$ cat src/rtl/trdb_pkg.sv
// Shared trace-debugger constants: branch map depth and the matching count width.
package trdb_pkg;

    localparam int unsigned BRANCH_MAP_LEN   = 31;
    localparam int unsigned BRANCH_COUNT_LEN = $clog2(BRANCH_MAP_LEN + 1);

endpackage

$ cat src/rtl/trdb_branch_map.sv
// Accumulates resolved branch outcomes (1 = not taken) LSB-first until the packet
// emitter flushes the map; branches arriving while full are dropped and flagged.
module trdb_branch_map
    import trdb_pkg::*;
#(
    parameter int unsigned MAP_LEN = BRANCH_MAP_LEN
) (
    input  logic                             clk_i,
    input  logic                             rst_ni,
    input  logic                             valid_i,
    input  logic                             taken_i,
    input  logic                             flush_i,
    output logic [MAP_LEN-1:0]               map_o,
    output logic [$clog2(MAP_LEN+1)-1:0]     branches_o,
    output logic                             full_o,
    output logic                             empty_o,
    output logic                             overflow_o
);

    localparam int unsigned CNT_W = (MAP_LEN == BRANCH_MAP_LEN) ? BRANCH_COUNT_LEN
                                                                : $clog2(MAP_LEN + 1);

    logic [MAP_LEN-1:0] map_q, map_d;
    logic [CNT_W-1:0]   cnt_q, cnt_d;
    logic               ovf_q, ovf_d;
    logic               full;

    assign full = (cnt_q == CNT_W'(MAP_LEN));

    always_comb begin
        // NOTE: every next-state signal gets its hold value first so no path infers a latch.
        map_d = map_q;
        cnt_d = cnt_q;
        ovf_d = ovf_q;
        if (flush_i) begin
            // The flush consumes the old map; a coincident branch starts the new one.
            map_d = '0;
            map_d[0] = valid_i & ~taken_i;
            cnt_d = valid_i ? CNT_W'(1) : '0;
            ovf_d = 1'b0;
        end else if (valid_i) begin
            if (full) begin
                ovf_d = 1'b1;
            end else begin
                map_d[cnt_q] = ~taken_i;
                cnt_d = cnt_q + CNT_W'(1);
            end
        end
    end

    always_ff @(posedge clk_i or negedge rst_ni) begin
        if (!rst_ni) begin
            map_q <= '0;
            cnt_q <= '0;
            ovf_q <= 1'b0;
        end else begin
            // NOTE: sequential state uses non-blocking assignments so all registers update together.
            map_q <= map_d;
            cnt_q <= cnt_d;
            ovf_q <= ovf_d;
        end
    end

    assign map_o      = map_q;
    assign branches_o = cnt_q;
    assign full_o     = full;
    assign empty_o    = (cnt_q == '0);
    assign overflow_o = ovf_q;

endmodule

$ cat config.mk
export PLATFORM = sky130hd
export DESIGN_NAME = trdb_branch_map
export DESIGN_NICKNAME = d
export VERILOG_FILES = /design/src/rtl/trdb_pkg.sv /design/src/rtl/trdb_branch_map.sv
export SDC_FILE = /design/constraint.sdc
export NUM_CORES = 1
export LEC_CHECK = 0
export CORE_AREA = 8 8 96 55
export DETAILED_ROUTE_END_ITERATION = 12
export DIE_AREA = 0 0 104 63
export GPL_ROUTABILITY_DRIVEN = 0
export PLACE_DENSITY = 0.78
export SLEW_MARGIN = 25
export SYNTH_ARGS = -nofsm -noshare
export SYNTH_HDL_FRONTEND = slang
export SYNTH_SLANG_ARGS = --single-unit
$ cat constraint.sdc
create_clock -name clk_i -period 3.4 [get_ports clk_i]
set_input_delay 0.68 -clock clk_i [delete_from_list [all_inputs] [get_ports clk_i]]
set_output_delay 0.68 -clock clk_i [all_outputs]
set_load 0.02 [all_outputs]
==> impl_metrics.json <==
{
  "cts_tree": "built",
  "cp.arrival_ns": 2.16,
  "clkTransAtPathRegs_ns": 0.07,
  "antenna_left": 0,
  "synth_top_cells_by_count": "dfrtp_1, o311ai_0, o31ai_1",
  "coreArea_um2": 4040,
  "cts_buffer_depth": 2,
  "synth_nets": 175,
  "final.setup.tns_ns": 0,
  "rows": 17,
  "antenna_found_initial": 0,
  "seq_area_frac_synth_pct": 49.6,
  "vias": 1615,
  "cts_root_buf": "clkbuf_8",
  "status": "finished clean",
  "grt_setup_unrepaired": "no",
  "dieArea_um2": 6550,
  "nets": 210,
  "vdd_ir_drop_max_mv": 0.144,
  "holdWs_ns": 0.522,
  "final_util_pct": 58.9,
  "ys_types": 34,
  "drt-initial-drc-count": 190,
  "r2r_end": "map_o[25]",
  "overflow": 0,
  "first_pass_iters": 5,
  "fp.dieW_um": 104,
  "worst-setup-path-type": "reg2out",
  "min_to": "map_o[8]",
  "ff2ff_path_depth": 6,
  "synth_top_cell_by_area": "dfrtp_1",
  "vias_per_cell": 6.26,
  "yosysMostFrequentCell": "dfrtp_1",
  "maxCapViolations": 0,
  "placed_area_um2": 2280,
  "synth-seq-cells": 37,
  "dpl.hpwl_mm": 3.59,
  "relSlewSlack_pct": 32.0,
  "slew_viol_final": 0,
  "wl_per_cell_um": 20.6,
  "synthesis.area_um2": 1870,
  "r2r_start": "branches_o[0]",
  "stdcell_area_um2": 2380,
  "start_util_pct": 46.2,
  "finalClockSkew_ns": 0.00430,
  "io_buffers": 43,
  "hold_path_class": "reg2reg",
  "die_h_um": 63,
  "post-route-period-util_pct": 83.6,
  "n_antenna_cell": 0,
  "cts_hold_buf": 0,
  "worstHoldStart": "map_o[8]",
  "syn_inst": 165,
  "hold_violations": 0,
  "p_leak_nw": 0.931,
  "synth_area_leaders": "dfrtp_1, o311ai_0, o31ai_1",
  "synth_top_area_share_pct": 49.6,
  "synthArstFlopShare_pct": 100,
  "end_kind": "output pin",
  "drc": 0,
  "synth_ff_type": "dfrtp_1",
  "min_path_cells": 2,
  "synth.yosys.warnings": 0,
  "min_period_ns": 2.84,
  "worstPathRequired_ns": 2.72,
  "cp-start-kind": "flop",
  "r2r_slack_ns": 0.80,
  "io_pins": 44,
  "layout-drive-gt1-share_pct": 5.97,
  "syn_avg_cell_area_um2": 11.3,
  "power.density_nw_per_um2": 377,
  "max_freq_ghz": 0.352,
  "cts_buffers": 5,
  "worst_pin_slew_ns": 1.02,
  "crit_path_max_fanout": 7,
  "grt_pass1_wl_mm": 8.65,
  "cts_setup_buffers": 0,
  "synth-edff-count": 0,
  "grt_pass1_vias": 1601,
  "clkSinkCount": 37,
  "routed_wl_mm": 5.31,
  "post_cts_resized": 0,
  "clock_latency_ns": 0.29,
  "grt_start_max_net_pins": 41,
  "cts_max_level": 2,
  "setup_violations": 0,
  "grt_use_total_pct": 16.3,
  "area.growth.synth_to_final_pct": 27.5
}
cells in the final DEF (no fill, tap or decap), types with 2 or more instances in the layout:
cell type         n
a21o_1            2
a21oi_1           4
clkbuf_8          7
clkdlybuf4s50_1  43
dfrtp_1          37
ha_1              5
inv_1             4
nand2_1           9
nand2b_1          5
nand4bb_1         2
nor2_1            3
o211ai_1          3
o21ai_0           3
o311ai_0         24
o311ai_1          3
o31ai_1          24
o41ai_1           6
or2_1             2
stage by stage:
step | setup slack, ns | total power, mW | cells
floorplan | 1.25 | 0.519 | 165
global placement | 0.920 | 0.555 | 250
detailed placement | 0.765 | 0.560 | 250
CTS | 0.558 | 0.901 | 258
global route | 0.424 | 0.930 | 258
finish | 0.559 | 0.897 | 258
logic make-up after synthesis:
family	count (synthesis)	share of synthesized area, %
adder cells (fa/ha/maj)	5	3.35
XOR/XNOR	1	0.469
flip-flops	37	49.6
buffers and inverters	20	6.03
AND/OR/NAND/NOR	29	9.44
AO/OA/AOI/OAI	73	31.1
per-layer routing:
layer / wire length (µm) / GRT usage, % / vias up
met3: 438 / 4.84 / 12
met5: 0 / 0 / -
li1: - / - / 734
met2: 2370 / 23.4 / 69
met1: 2380 / 21.7 / 800
met4: 116 / 8.05 / 0
report_power, final:
group,switching [mW],internal (mW),total (mW)
clock,0.162,0.183,0.345
sequential,0.00793,0.446,0.454
combinational,0.0675,0.0309,0.0984
sequential cells by signal, indices dropped and copies added, names as in the netlist:
register / count
branches_o: 5
map_o: 31
overflow_o: 1
worst max path at each step:
stage	startpoint	end	slack (ns)	cells after the start
final	branches_o[0]	empty_o	0.56	4
after floorplan	branches_o[0]	map_o[13]	1.25	7
after global placement	branches_o[0]	empty_o	0.92	4
after detailed placement	flush_i	map_o[25]	0.76	4
after CTS	branches_o[0]	empty_o	0.56	4
after global routing	branches_o[0]	empty_o	0.42	4
cell type report:
cell class                      instances  area, µm²
Tap cell                               57       71.3
Inverter                                4       15.0
Fill cell                             339       1660
Clock inverter                          1       5.00
Clock buffer                            7       96.3
Sequential cell                        37        926
Timing Repair Buffer                   44        438
Multi-Input combinational cell        108        830
critical path, cell delays in order (launching register included):
cell,delay (ns)
dfrtp_1,0.47
inv_1,0.11
ha_1,0.23
nor4b_2,0.36
clkdlybuf4s50_1,0.69
Note: power is estimated with default switching activity, not from simulation.
